[config.mk]
export PLATFORM = sky130hd
export DESIGN_NAME = mmu_port_arbiter
export DESIGN_NICKNAME = d
export VERILOG_FILES = /design/src/rtl/mmu_port_arbiter_pkg.sv /design/src/rtl/mmu_rr_arbiter.sv /design/src/rtl/mmu_port_arbiter.sv
export SDC_FILE = /design/constraint.sdc
export NUM_CORES = 1
export LEC_CHECK = 0
export CORE_MARGIN = 4
export CORE_UTILIZATION = 25
export CTS_CLUSTER_DIAMETER = 200
export DETAILED_ROUTE_END_ITERATION = 8
export HOLD_SLACK_MARGIN = 0.02
export PLACE_DENSITY_LB_ADDON = 0.3
export SETUP_SLACK_MARGIN = 0.02
export SLEW_MARGIN = 10
export SYNTH_ARGS = -nofsm -noshare
export SYNTH_HDL_FRONTEND = slang
export SYNTH_SLANG_ARGS = --single-unit
export TNS_END_PERCENT = 50
[constraint.sdc]
create_clock -name clk -period 4.2 [get_ports clk]
set_clock_uncertainty 0.05 [all_clocks]
set_input_delay 0.63 -clock clk [delete_from_list [all_inputs] [get_ports clk]]
set_output_delay 0.63 -clock clk [all_outputs]
set_load 0.01 [all_outputs]
[src/rtl/mmu_port_arbiter_pkg.sv]
// Shared types for the MMU port arbiter: MMU command/register/exception codes,
// memory access type, arbiter FSM states and requester ids.
package mmu_port_arbiter_pkg;

  localparam int MMU_CMD_W = 3;
  localparam int MMU_REG_W = 3;
  localparam int MMU_EXC_W = 3;

  typedef enum logic {
    MEM_ACCESS_R = 1'b0,
    MEM_ACCESS_W = 1'b1
  } mem_access_e;

  typedef enum logic [MMU_CMD_W-1:0] {
    MMU_CMD_NONE      = 3'd0,
    MMU_CMD_READ_REG  = 3'd1,
    MMU_CMD_WRITE_REG = 3'd2,
    MMU_CMD_READ_TLB  = 3'd3,
    MMU_CMD_WRITE_TLB = 3'd4,
    MMU_CMD_PROBE_TLB = 3'd5
  } mmu_cmd_e;

  typedef enum logic [MMU_REG_W-1:0] {
    MMU_REG_INDEX    = 3'd0,
    MMU_REG_RANDOM   = 3'd1,
    MMU_REG_ENTRYLO0 = 3'd2,
    MMU_REG_ENTRYLO1 = 3'd3,
    MMU_REG_CONTEXT  = 3'd4,
    MMU_REG_PAGEMASK = 3'd5,
    MMU_REG_WIRED    = 3'd6,
    MMU_REG_ENTRYHI  = 3'd7
  } mmu_reg_e;

  typedef enum logic [MMU_EXC_W-1:0] {
    MMU_EXC_NONE = 3'd0,
    MMU_EXC_TLBL = 3'd1,
    MMU_EXC_TLBS = 3'd2,
    MMU_EXC_MOD  = 3'd3,
    MMU_EXC_ADEL = 3'd4,
    MMU_EXC_ADES = 3'd5
  } mmu_exception_e;

  typedef enum logic [1:0] {
    MMU_ARB_IDLE  = 2'd0,
    MMU_ARB_ISSUE = 2'd1,
    MMU_ARB_RESP  = 2'd2
  } arb_state_e;

  typedef enum logic [1:0] {
    MMU_ARB_IF  = 2'd0,
    MMU_ARB_DM  = 2'd1,
    MMU_ARB_CMD = 2'd2
  } arb_id_e;

  // Winner id plus the inputs captured at accept; only the winner's fields change.
  typedef struct packed {
    logic [1:0]           id;
    logic [31:0]          vaddr;
    logic                 acc;
    logic [MMU_CMD_W-1:0] op;
    logic [MMU_REG_W-1:0] rg;
    logic [31:0]          wdata;
  } arb_latch_t;

endpackage

[src/rtl/mmu_rr_arbiter.sv]
// Three-way grant: CMD has absolute priority, IF/DM share round-robin through
// a one-bit pointer remembering which of the two was granted last.
module mmu_rr_arbiter
  import mmu_port_arbiter_pkg::*;
(
  input  logic       clk,
  input  logic       res,
  input  logic       accept,
  input  logic       if_req,
  input  logic       dm_req,
  input  logic       cmd_req,
  output logic       grant_valid,
  output logic [1:0] grant_id
);

  logic last_dm;

  // NOTE: every output of a combinational block gets a default first, so no path leaves it unassigned and no latch is inferred.
  always_comb begin
    grant_valid = if_req | dm_req | cmd_req;
    grant_id    = MMU_ARB_DM;
    if (cmd_req) begin
      grant_id = MMU_ARB_CMD;
    end else if (if_req && (!dm_req || last_dm)) begin
      grant_id = MMU_ARB_IF;
    end
  end

  // NOTE: state registers use non-blocking assignments so every flop samples pre-edge values.
  always_ff @(posedge clk) begin
    if (res) begin
      last_dm <= 1'b1;
    end else if (accept && grant_valid && !cmd_req) begin
      last_dm <= (grant_id == MMU_ARB_DM);
    end
  end

endmodule

[src/rtl/mmu_port_arbiter.sv]
// Serialises IF, DM and CP0 command traffic onto the single MMU port:
// IDLE accepts a winner, ISSUE drives the MMU, RESP returns the result.
module mmu_port_arbiter
  import mmu_port_arbiter_pkg::*;
(
  input  logic                 clk,
  input  logic                 res,
  input  logic                 if_req,
  input  logic [31:0]          if_vaddr,
  output logic                 if_done,
  output logic [31:0]          if_paddr,
  output logic [MMU_EXC_W-1:0] if_exc,
  input  logic                 dm_req,
  input  logic [31:0]          dm_vaddr,
  input  logic                 dm_acc,
  output logic                 dm_done,
  output logic [31:0]          dm_paddr,
  output logic [MMU_EXC_W-1:0] dm_exc,
  input  logic                 cmd_req,
  input  logic [MMU_CMD_W-1:0] cmd_op,
  input  logic [MMU_REG_W-1:0] cmd_reg,
  input  logic [31:0]          cmd_wdata,
  output logic                 cmd_done,
  output logic [31:0]          cmd_rdata,
  output logic                 mmu_addrValid,
  output logic [31:0]          mmu_vAddr,
  output logic                 mmu_accessType,
  output logic [MMU_CMD_W-1:0] mmu_cmd,
  output logic [MMU_REG_W-1:0] mmu_reg,
  output logic [31:0]          mmu_dataIn,
  input  logic [31:0]          mmu_pAddr,
  input  logic [MMU_EXC_W-1:0] mmu_exception,
  input  logic [31:0]          mmu_dataOut
);

  arb_state_e state_q, state_d;
  arb_latch_t latch_q;
  logic       accept;
  logic       grant_valid;
  logic [1:0] grant_id;
  logic       issue;
  logic       resp;
  logic       is_cmd;
  logic [31:0] tr_paddr;

  assign accept = (state_q == MMU_ARB_IDLE);

  mmu_rr_arbiter u_rr (
    .clk         (clk),
    .res         (res),
    .accept      (accept),
    .if_req      (if_req),
    .dm_req      (dm_req),
    .cmd_req     (cmd_req),
    .grant_valid (grant_valid),
    .grant_id    (grant_id)
  );

  always_comb begin
    state_d = state_q;
    unique case (state_q)
      MMU_ARB_IDLE:  if (grant_valid) state_d = MMU_ARB_ISSUE;
      MMU_ARB_ISSUE: state_d = MMU_ARB_RESP;
      MMU_ARB_RESP:  state_d = MMU_ARB_IDLE;
      default:       state_d = MMU_ARB_IDLE;
    endcase
  end

  always_ff @(posedge clk) begin
    if (res) begin
      state_q <= MMU_ARB_IDLE;
      latch_q <= '0;
    end else begin
      state_q <= state_d;
      if (accept && grant_valid) begin
        latch_q.id <= grant_id;
        if (grant_id == MMU_ARB_CMD) begin
          latch_q.op    <= cmd_op;
          latch_q.rg    <= cmd_reg;
          latch_q.wdata <= cmd_wdata;
        end else if (grant_id == MMU_ARB_IF) begin
          latch_q.vaddr <= if_vaddr;
          latch_q.acc   <= MEM_ACCESS_R;
        end else begin
          latch_q.vaddr <= dm_vaddr;
          latch_q.acc   <= dm_acc;
        end
      end
    end
  end

  // Strobes exist only in ISSUE; the data buses simply hold the last latched values.
  assign issue          = (state_q == MMU_ARB_ISSUE);
  assign is_cmd         = (latch_q.id == MMU_ARB_CMD);
  assign mmu_addrValid  = issue && !is_cmd;
  assign mmu_cmd        = (issue && is_cmd) ? latch_q.op : MMU_CMD_NONE;
  assign mmu_vAddr      = latch_q.vaddr;
  assign mmu_accessType = latch_q.acc;
  assign mmu_reg        = latch_q.rg;
  assign mmu_dataIn     = latch_q.wdata;

  // Gating with res keeps a response from escaping while a reset abandons it.
  assign resp     = (state_q == MMU_ARB_RESP) && !res;
  assign tr_paddr = (mmu_exception == MMU_EXC_NONE) ? mmu_pAddr : '0;

  always_comb begin
    if_done   = 1'b0;
    if_paddr  = '0;
    if_exc    = MMU_EXC_NONE;
    dm_done   = 1'b0;
    dm_paddr  = '0;
    dm_exc    = MMU_EXC_NONE;
    cmd_done  = 1'b0;
    cmd_rdata = '0;
    if (resp) begin
      case (latch_q.id)
        MMU_ARB_IF: begin
          if_done  = 1'b1;
          if_paddr = tr_paddr;
          if_exc   = mmu_exception;
        end
        MMU_ARB_DM: begin
          dm_done  = 1'b1;
          dm_paddr = tr_paddr;
          dm_exc   = mmu_exception;
        end
        MMU_ARB_CMD: begin
          cmd_done  = 1'b1;
          cmd_rdata = mmu_dataOut;
        end
        default: ;
      endcase
    end
  end

endmodule

* Word-level counts from Yosys, hierarchy flattened
Index checks and enable logic that the tools add are counted.
W data, S select, Z words.
** Word-level totals
- Register bits after elaboration :: 76
- Bits in latches :: 0
- Memory bits (writable) :: 0
- Memory bits (read-only) :: 0
- Output and inout bits :: 177
- Memories kept :: 0
** Operators by class
- $add $sub $neg :: 0
- Multipliers :: 0
- Divide/modulo/power cells :: 0
- Magnitude comparators :: 0
- Eq/ne operators :: 7
- Shift-type cells :: 0
- Muxes and demuxes :: 23
- Bitwise logic cells :: 3
- Reductions and logical operators :: 17
** Operator list (count)
- $mux W32 :: 7
- $mux W33 :: 1
- $mux W3 :: 5
- $mux W1 :: 7
- $eq A2 B1 Y1 const B :: 3
- $eq A2 B2 Y1 const B :: 3
- $logic_and A1 B1 Y1 :: 6
- $logic_not A2 Y1 :: 3
- $logic_not A1 Y1 :: 4
- $mux W2 :: 2
- $pmux W2 S2 :: 1
- $reduce_and A2 Y1 :: 2
- $logic_not A3 Y1 :: 1
- $ne A2 B2 Y1 const B :: 1
- $or A1 B1 Y1 :: 2
- $logic_or A1 B1 Y1 :: 1
- $not A1 Y1 :: 1

* Depth between registers and ports, before layout
Gate-level depths: netlist of run 1.
- Word-level depth :: 8
- Gate-level depth with buffers :: 5
- Gate-level depth less buffers :: 3

* By module
From an unflattened synthesis of run 1, not the netlist that was laid out.
** Unflattened totals
- Cells, all modules :: 548
- Area, all modules :: 4461.8 um2
** By module, submodules not included
- mmu_port_arbiter :: times used 1, cells an instance 540, area an instance 4390.5 um2, sequential area each 1501.4 um2
- mmu_rr_arbiter :: times used 1, cells an instance 8, area an instance 71.3 um2, sequential area each 20.0 um2

* Worst setup path before layout of run 1
No wires, ideal clock.
- Path kind :: in2out
- From :: input mmu_exception[0]
- To :: output dm_paddr[0]
- Data arrival time :: 1606 ps
- Data required time :: 3520 ps
- Setup slack :: 1914 ps
- Cell stages on the path :: 3
- Buffers on the path :: 1
- Path through :: nor3_1 > clkbuf_1 > and3_1
** On the way
- Longest elaborated chain between the ends :: 4
** RTL lines
- start: declaration :: line mmu_port_arbiter.sv:32 : input logic [MMU_EXC_W-1:0] mmu_exception,
- $logic_not A3 Y1 :: line mmu_port_arbiter.sv:104 : assign tr_paddr = (mmu_exception == MMU_EXC_NONE) ? mmu_pAddr : '0;
- $mux W32 :: line mmu_port_arbiter.sv:104
- $mux W32 :: line mmu_port_arbiter.sv:116 : case (latch_q.id)
- $mux W32 :: line mmu_port_arbiter.sv:115 : if (resp) begin
- end: declaration :: line mmu_port_arbiter.sv:17 : output logic [31:0] dm_paddr,
No other way between the ends.

* Worst setup path after layout of run 1
Ends and elaborated chain as after synthesis.

==> results of run 1 <==
-- cells in the final DEF, fill, tap and decap left out, drive strengths merged, types with 3 or more instances in the layout --
cell / instances
clkdlybuf4s50: 350
dfxtp: 76
and3: 64
and2: 41
nor2: 40
mux2i: 38
o21bai: 33
or3: 32
a32o: 32
clkbuf: 12
buf: 10
a21oi: 5
o21ai: 4
nor3: 4
nand2b: 3
nor4: 3
clkinv: 3
-- worst max-delay path: stages --
cell	delay (ps)
clkdlybuf4s50_1	450
nor3_2	190
buf_4	400
and3_1	230
clkdlybuf4s50_1	560
-- cell families (layout without fill, tap and decap cells) --
group	after synthesis	in the layout	share of synthesized area, %
AND/OR/NAND/NOR	194	194	26.31
buffers and inverters	112	377	16.02
AO/OA/AOI/OAI	77	77	14.57
flip-flops	76	76	34.48
multiplexers	38	38	8.619
other	0	2	0
-- metrics by stage --
| stage | worst slack, ps | util (%) | power [mW] |
|---|---|---|---|
| 2_1_floorplan | 1914 | - | 1.066 |
| 3_3_place_gp | 1073 | 43.89 | 1.307 |
| 4_1_cts | 1044 | 45.35 | 2.010 |
| 5_1_grt | 925.3 | 45.38 | 2.076 |
| 3_5_place_dp | 1056 | 43.89 | 1.310 |
| 6_report | 1022 | 45.38 | 1.977 |
-- per-layer routing --
layer	part of all wire [%]	track usage [%]	vias up
met2	52	28.58	186
met5	0.091	0	-
met3	7.4	3.901	22
met1	38	16.98	1989
met4	2.3	6.221	2
li1	-	-	2207
-- area by class of cell --
class	count	share of cell area (%)
tap	225	3.587
clock buffer	12	3.013
multi-input combinational	309	28.10
clock inverter	3	0.1913
antenna	2	0.06377
sequential	76	19.38
timing repair buffer	360	45.56
inverter	2	0.09565
-- power by group --
group / switching (mW) / internal [mW] / leakage, nW
clock: 0.293 / 0.394 / 0.126
combinational: 0.184 / 0.303 / 2.36
sequential: 0.0299 / 0.773 / 0.623
total: 0.506 / 1.47 / 3.10
-- path summary, 6_finish.rpt --
path,from,end,slack (ps),depth (start not counted)
hold reg to reg,mmu_vAddr[12]$_SDFFE_PP0P_,mmu_vAddr[12]$_SDFFE_PP0P_,410,1
setup / recovery,mmu_exception[0],dm_paddr[0],1020,5
setup reg to reg,u_rr.last_dm$_SDFFE_PP1P_,mmu_vAddr[0]$_SDFFE_PP0P_,2380,3
hold / removal,mmu_vAddr[12]$_SDFFE_PP0P_,mmu_vAddr[12]$_SDFFE_PP0P_,410,1
==> flow_metrics.py, run 1 <==
metrics = {
    "outcome": {
        "status": "completed",
    },
    "power_and_ir_drop": {
        "power_leakage_nw": 3.105,
        "ir_worst_vdd_v": 0.0001627,
        "power_density_nw_per_um2": 251.9,
    },
    "routing": {
        "antenna_left": 0,
        "first_iter_violations": 136,
        "first_pass_iters": 4,
        "wirelength_um": 16490,
        "vias": 4406,
        "wl_per_cell_um": 16.68,
        "drc": 0,
        "vias_per_cell": 4.455,
    },
    "layout": {
        "final_area_um2": 7849,
        "drive_gt1_share_pct": 4.199,
        "fin_nets": 933,
        "regArea_um2": 1521,
        "syn2layout_area_growth_pct": 77.86,
        "multi_input_area_um2": 2206,
        "fin_cells": 989,
        "nFillCells": 1739,
    },
    "logic_synthesis": {
        "synth_most_common_cell": "dfxtp_1",
        "syn_avg_cell_area_um2": 8.879,
        "ys_ff_latch": 76,
        "synth_area_leaders": "dfxtp_1 34%, buf_4 12%, and3_1 9.1%",
        "ys_async_sr_fraction_pct": 0,
        "syn_nets": 672,
        "ys_top_cells_by_count": "76 x dfxtp_1, 73 x buf_4, 64 x and3_1",
        "yosys_warnings": 0,
        "yosys.area.top_type": "dfxtp_1",
        "synth-seq-area-share_pct": 34.48,
        "netlist_instances": 497,
        "synth_top_area_share_pct": 34.48,
        "synth_edf_count": 0,
        "ys_types": 30,
        "synthesis.area_um2": 4413,
        "synth_top_flop_cell": "dfxtp_1",
    },
    "place": {
        "dpl.cell_count": 972,
        "gp_congestion": 0.7805,
        "port_buffers": 351,
        "hpwlAfterDp_um": 12730,
        "placed_cell_area_um2": 7592,
    },
    "critical_path": {
        "path_class": "in2out",
        "crit_arrival_ps": 2500,
        "start_kind": "primary input",
        "required_ps": 3520,
        "worst_setup_path_end_kind": "output pin",
        "worstPathMaxFanout": 64,
    },
    "worst_hold_path": {
        "hp-class": "reg2reg",
    },
    "sta": {
        "worst_pin_slew_ps": 1002,
        "hold_slack_ps": 413.8,
        "relSlewSlack_pct": 33.21,
        "hold_viol": 0,
        "fin_tns_setup_ps": 0,
        "fmax_ghz": 0.3147,
        "period_needed_ps": 3178,
        "grt_setup_unrepaired": "false",
        "final-setup-viol-count": 0,
        "fin_crit_sh_pct": 75.66,
        "drv_slew": 0,
    },
    "clock_network": {
        "htree_levels": 3,
        "cts_tree": "built",
        "cts_sinks": 76,
        "hold_buffers": 0,
        "cts_setup_buffers": 0,
        "clockBufferDepth": 2,
        "root_buffer": "clkbuf_16",
        "cts_buffers": 9,
        "cts_resized": 0,
        "clk_latency_ps": 320,
        "clk_pin_slew_worst_paths_ps": 50,
    },
    "floorplanning": {
        "ios": 352,
        "dieArea_um2": 19840,
        "initial_core_util_pct": 25.51,
        "die_w_um": 140.9,
        "rows": 48,
        "core_um2": 17300,
        "die_h_um": 140.9,
    },
    "global_route": {
        "grt_pass1_vias": 4246,
        "grt_pass1_wl_um": 24380,
        "grt_overflow": 0,
        "grtUsageTotal_pct": 15.53,
        "antenna_found_initial": 3,
        "grt_start_max_net_pins": 67,
    },
    "run": {
        "max-cap-violations": 0,
    },
}
No activity file was read; power rests on OpenSTA's default activity.
==> inputs of run 2 (changes only) <==
==> constraint.sdc (replaced) <==
create_clock -name clk -period 2.75 [get_ports clk]
set_clock_uncertainty 0.05 [all_clocks]
set_input_delay 0.4125 -clock clk [delete_from_list [all_inputs] [get_ports clk]]
set_output_delay 0.4125 -clock clk [all_outputs]
set_load 0.01 [all_outputs]
==> flow_metrics.py, run 2 (same netlist as run 1, synthesis figures left out) <==
metrics = {
    "worst_hold_path": {
        "min_path_cells": 1,
        "hp-class": "reg2reg",
    },
    "power_and_ir_drop": {
        "ir_worst_vdd_v": 0.0002845,
        "power_density_nw_per_um2": 403.0,
        "clock_power_share_pct": 38.5,
        "combPwrFrac_pct": 23.6,
        "p_seq_share_pct": 37.9,
        "power_leakage_nw": 3.175,
        "internal_power_mw": 2.456,
        "power_mw": 3.234,
        "p_sw_uw": 777.9,
        "p_sw_share_pct": 24.05,
    },
    "sta": {
        "relSlewSlack_pct": 65.33,
        "fmax_ghz": 0.3833,
        "worst_pin_slew_ps": 520.1,
        "drv_slew": 0,
        "grt_setup_unrepaired": "false",
        "setup_slack_ps": 141.0,
        "fin_crit_sh_pct": 94.87,
        "hold_slack_ps": 409.7,
        "period_needed_ps": 2609,
        "final-setup-viol-count": 0,
        "fin_tns_setup_ps": 0,
        "hold_viol": 0,
    },
    "global_route": {
        "top_usage_layer": "met2",
        "grtUsageMet2_pct": 28.91,
        "grt_pass1_wl_um": 24650,
        "grt_start_max_net_pins": 65,
        "grt_use_met1_pct": 17.31,
        "antenna_found_initial": 0,
        "grt_pass1_vias": 4350,
        "grt_overflow": 0,
        "use_met3_pct": 3.969,
        "grtUsageTotal_pct": 15.62,
    },
    "clock_network": {
        "clockBufferDepth": 2,
        "root_buffer": "clkbuf_16",
        "clk_latency_ps": 320,
        "cts_resized": 0,
        "cts_setup_buffers": 0,
        "cts_sinks": 76,
        "cts_buffers": 9,
        "hold_buffers": 0,
        "clk_pin_slew_worst_paths_ps": 50,
        "htree_levels": 3,
        "cts_tree": "built",
    },
    "layout": {
        "fin_nets": 937,
        "final_cell_mix": "350 x clkdlybuf4s50_1, 73 x dfxtp_1, 64 x and3_1",
        "fin_cells": 992,
        "syn2layout_area_growth_pct": 81.83,
        "drive_gt1_share_pct": 5.215,
        "antennaDiodeCount": 0,
        "final_core_util_pct": 46.39,
        "final_area_um2": 8024,
        "final_common_cell": "clkdlybuf4s50_1",
    },
    "floorplanning": {
        "dieArea_um2": 19840,
        "core_um2": 17300,
        "die_h_um": 140.9,
        "ios": 352,
        "rows": 48,
        "initial_core_util_pct": 25.51,
        "die_w_um": 140.9,
    },
    "place": {
        "gp_congestion": 0.7825,
        "placed_cell_area_um2": 7710,
        "hpwlAfterDp_um": 13140,
        "dpl.cell_count": 976,
        "port_buffers": 351,
        "dp_worst_setup_slack_ps": 157.2,
    },
    "critical_path": {
        "worstPathMaxFanout": 64,
        "worst_setup_path_end_kind": "output pin",
        "path_class": "in2out",
        "cp_slowest_cell": "clkdlybuf4s50_1",
        "crit_arrival_ps": 2150,
        "rr_worst_depth": 4,
        "start_kind": "primary input",
        "cp_common_cell": "clkdlybuf4s50_1",
        "cpPeakStageDelay_ps": 560,
        "required_ps": 2290,
        "path_cells": "clkdlybuf4s50_1 -> nor3_2 -> buf_12 -> and3_1 -> clkdlybuf4s50_1",
    },
    "routing": {
        "first_iter_violations": 93,
        "wirelength_um": 16550,
        "drc": 0,
        "vias_per_cell": 4.434,
        "first_pass_iters": 4,
        "antenna_left": 0,
        "vias": 4399,
        "wl_per_cell_um": 16.68,
    },
    "outcome": {
        "status": "completed",
    },
    "run": {
        "max-cap-violations": 0,
    },
}
-- run 2: cell count changes in the layout (fill, tap and decap cells not counted), sizes merged --
cell and change:
diode -2, bufinv +2, buf +4, clkinv -1
-- run 2: worst max-delay path: cells and delay by family --
kind	cells	cell delay, ps
buffers and inverters	3	1250
AND/OR/NAND/NOR	2	450
-- run 2: final timing paths --
| check | from | endpoint | slack, ps |
|---|---|---|---|
| max | mmu_exception[0] | if_paddr[10] | 140 |
| min | mmu_vAddr[9]$_SDFFE_PP0P_ | mmu_vAddr[9]$_SDFFE_PP0P_ | 410 |
| max reg2reg | state_q[0]$_SDFFE_PP0P_ | mmu_vAddr[10]$_SDFFE_PP0P_ | 1150 |
| min reg2reg | mmu_vAddr[9]$_SDFFE_PP0P_ | mmu_vAddr[9]$_SDFFE_PP0P_ | 410 |
-- run 2: power groups by stage --
stage / Sequential [mW] / Clock, mW / Combinational [mW]
floorplan: 1.24 / 0 / 0.389
global placement: 1.25 / 0 / 0.768
detailed placement: 1.25 / 0 / 0.771
CTS: 1.23 / 1.29 / 0.773
global route: 1.24 / 1.32 / 0.822
finish: 1.23 / 1.24 / 0.763
-- run 2: layout make-up --
cell class                      instances  area (µm²)
Fill cell                            1708        9273
Timing Repair Buffer                  364        3694
Multi-Input combinational cell        309        2206
Sequential cell                        76        1525
Tap cell                              225       281.5
Clock buffer                           12       236.5
Clock inverter                          4       73.82
Inverter                                2       7.507
-- run 2: layer usage --
layer / vias to the layer above / share of wire (%)
li1: 2217 / -
met1: 1977 / 39
met2: 186 / 52
met3: 19 / 7.3
met4: 0 / 2.2
met5: - / 0
==> inputs of run 3 (changes only) <==
--- a/config.mk
+++ b/config.mk
@@ -5,6 +5,7 @@
 export SDC_FILE = /design/constraint.sdc
 export NUM_CORES = 1
 export LEC_CHECK = 0
+export ABC_AREA = 1
 export CORE_MARGIN = 4
 export CORE_UTILIZATION = 25
 export CTS_CLUSTER_DIAMETER = 200
==> flow_metrics.py, run 3 <==
metrics = {
    "critical_path": {
        "ff2ff_setup_slack_ps": 1340,
        "cpPeakStageDelay_ps": 590,
        "rr_worst_depth": 4,
        "worst_r2r_startpoint": "state_q[1]$_SDFFE_PP0P_",
        "worst_setup_path_end_kind": "output pin",
        "cp_top_family": "buffers and inverters",
        "cp_slowest_cell": "clkdlybuf4s50_1",
        "cp_common_cell": "clkdlybuf4s50_1",
        "rr_endpoint": "mmu_vAddr[31]$_SDFFE_PP0P_",
        "required_ps": 2290,
        "path_buf_inv": 4,
        "path_class": "in2out",
        "path_cells": "clkdlybuf4s50_1 -> nor2_4 -> buf_4 -> nand2_2 -> buf_12 -> nor2_1 -> clkdlybuf4s50_1",
        "worstPathMaxFanout": 36,
        "cp.depth": 7,
        "start_kind": "primary input",
        "crit_arrival_ps": 2160,
    },
    "logic_synthesis": {
        "synth_edf_count": 0,
        "netlist_instances": 804,
        "ys_async_sr_fraction_pct": 0,
        "synth_top_area_share_pct": 31.89,
        "synth_top_family_by_area": "simple AND/OR/NAND/NOR gates",
        "muxShareOfSynthArea_pct": 0,
        "synthesis.area_um2": 4771,
        "ys_top_cells_by_count": "181 x nand2_1, 168 x inv_1, 140 x nor2_1",
        "synth_top_flop_cell": "dfxtp_1",
        "ys_ff_latch": 76,
        "synth_area_leaders": "dfxtp_1 32%, nand2_1 14%, inv_1 13%",
        "yosys.area_share.simple_pct": 31.10,
        "ys_types": 18,
        "synthXorXnorAreaFrac_pct": 0,
        "syn_avg_cell_area_um2": 5.934,
        "synth_compound_area_share_pct": 8.419,
        "synthAdderAreaFrac_pct": 0,
        "yosys.area.top_type": "dfxtp_1",
        "yosys_warnings": 0,
        "synth-seq-area-share_pct": 31.89,
        "syn_nets": 979,
        "synth_most_common_cell": "nand2_1",
    },
    "sta": {
        "grt_setup_unrepaired": "false",
        "final-setup-viol-count": 0,
        "worst_pin_slew_ps": 653.0,
        "fin_crit_sh_pct": 95.23,
        "fin_tns_setup_ps": 0,
        "hold_slack_ps": 398.9,
        "period_needed_ps": 2619,
        "setup_slack_ps": 131.3,
        "fmax_ghz": 0.3819,
        "relSlewSlack_pct": 56.40,
        "drv_slew": 0,
        "hold_viol": 0,
    },
    "layout": {
        "final_common_cell": "clkdlybuf4s50_1",
        "final_core_util_pct": 44.42,
        "fin_nets": 1248,
        "final_area_um2": 8337,
        "syn2layout_area_growth_pct": 74.74,
        "final_cell_mix": "351 x clkdlybuf4s50_1, 181 x nand2_1, 168 x inv_1",
        "drive_gt1_share_pct": 3.618,
        "fin_cells": 1313,
    },
    "floorplanning": {
        "core_um2": 18770,
        "die_w_um": 146.1,
        "die_h_um": 146.1,
        "dieArea_um2": 21360,
        "initial_core_util_pct": 25.42,
        "rows": 50,
        "ios": 352,
    },
    "clock_network": {
        "cts_buffers": 9,
        "clk_pin_slew_worst_paths_ps": 60,
        "clk_latency_ps": 330,
        "cts_sinks": 76,
        "cts_setup_buffers": 0,
        "cts_resized": 0,
        "root_buffer": "clkbuf_16",
        "htree_levels": 3,
        "hold_buffers": 0,
        "clockBufferDepth": 2,
        "cts_tree": "built",
    },
    "global_route": {
        "grt_pass1_wl_um": 27310,
        "grt_pass1_vias": 4686,
        "use_met3_pct": 6.859,
        "top_usage_layer": "met2",
        "grtUsageTotal_pct": 16.13,
        "grt_use_met1_pct": 18.23,
        "grt_start_max_net_pins": 43,
        "antenna_found_initial": 1,
        "grtUsageMet2_pct": 27.67,
        "grt_overflow": 0,
    },
    "worst_hold_path": {
        "min_from": "latch_q[35]$_SDFFE_PP0P_",
        "hp-class": "reg2reg",
        "hold_end": "latch_q[35]$_SDFFE_PP0P_",
        "min_path_cells": 2,
    },
    "routing": {
        "first_pass_iters": 4,
        "drc": 0,
        "vias_per_cell": 4.033,
        "wl_per_cell_um": 14.04,
        "vias": 5295,
        "first_iter_violations": 215,
        "antenna_left": 0,
        "wirelength_um": 18430,
    },
    "power_and_ir_drop": {
        "power_mw": 3.490,
        "power_density_nw_per_um2": 418.6,
        "ir_worst_vdd_v": 0.0002804,
        "power_leakage_nw": 3.892,
    },
    "place": {
        "placed_cell_area_um2": 8010,
        "port_buffers": 351,
        "gp_congestion": 0.8592,
        "dp_worst_setup_slack_ps": 139.5,
        "dpl.cell_count": 1296,
        "hpwlAfterDp_um": 14510,
    },
    "outcome": {
        "status": "completed",
    },
    "run": {
        "max-cap-violations": 0,
    },
}
## run 3: logic make-up (layout without fill, tap and decap cells)
family / after synthesis / count (layout)
other: 0 / 1
AO/OA/AOI/OAI: 79 / 79
AND/OR/NAND/NOR: 371 / 371
buffers and inverters: 278 / 552
flip-flops: 76 / 76
## run 3: report_power, final
group          internal [mW]  leakage [nW]  switching [mW]
Sequential              1.21         0.628          0.0490
Clock                  0.806         0.158           0.503
Combinational          0.511          3.11           0.414
## run 3: how the worst max path moves through the flow
stage	from	end	slack [ps]
after floorplan	mmu_exception[2]	dm_paddr[11]	1100
after global placement	res	if_exc[0]	150
after detailed placement	res	if_paddr[25]	140
after CTS	res	if_paddr[25]	140
after global routing	mmu_exception[1]	if_paddr[29]	20
final	res	if_exc[0]	130
## run 3: layer usage
| metal | vias to the layer above | routed length, µm |
|---|---|---|
| li1 | 2811 | - |
| met1 | 2242 | 7170 |
| met2 | 222 | 8975 |
| met3 | 20 | 1910 |
| met4 | 0 | 373 |
| met5 | - | 0 |
## run 3: cell type report
class / instances / area (µm²)
Multi-Input combinational cell: 450 / 1886
Timing Repair Buffer: 365 / 3669
Inverter: 171 / 641.9
Clock inverter: 6 / 95.09
Fill cell: 2017 / 10430
Antenna cell: 1 / 2.502
Sequential cell: 76 / 1521
Tap cell: 234 / 292.8
Clock buffer: 10 / 229.0
## run 3: worst reg2reg max path: cells and delay by family, from the launching register on
family,cells,cell delay (ps)
simple gates,2,250
buf+inv,1,470
compound gates,1,170
flops,1,350
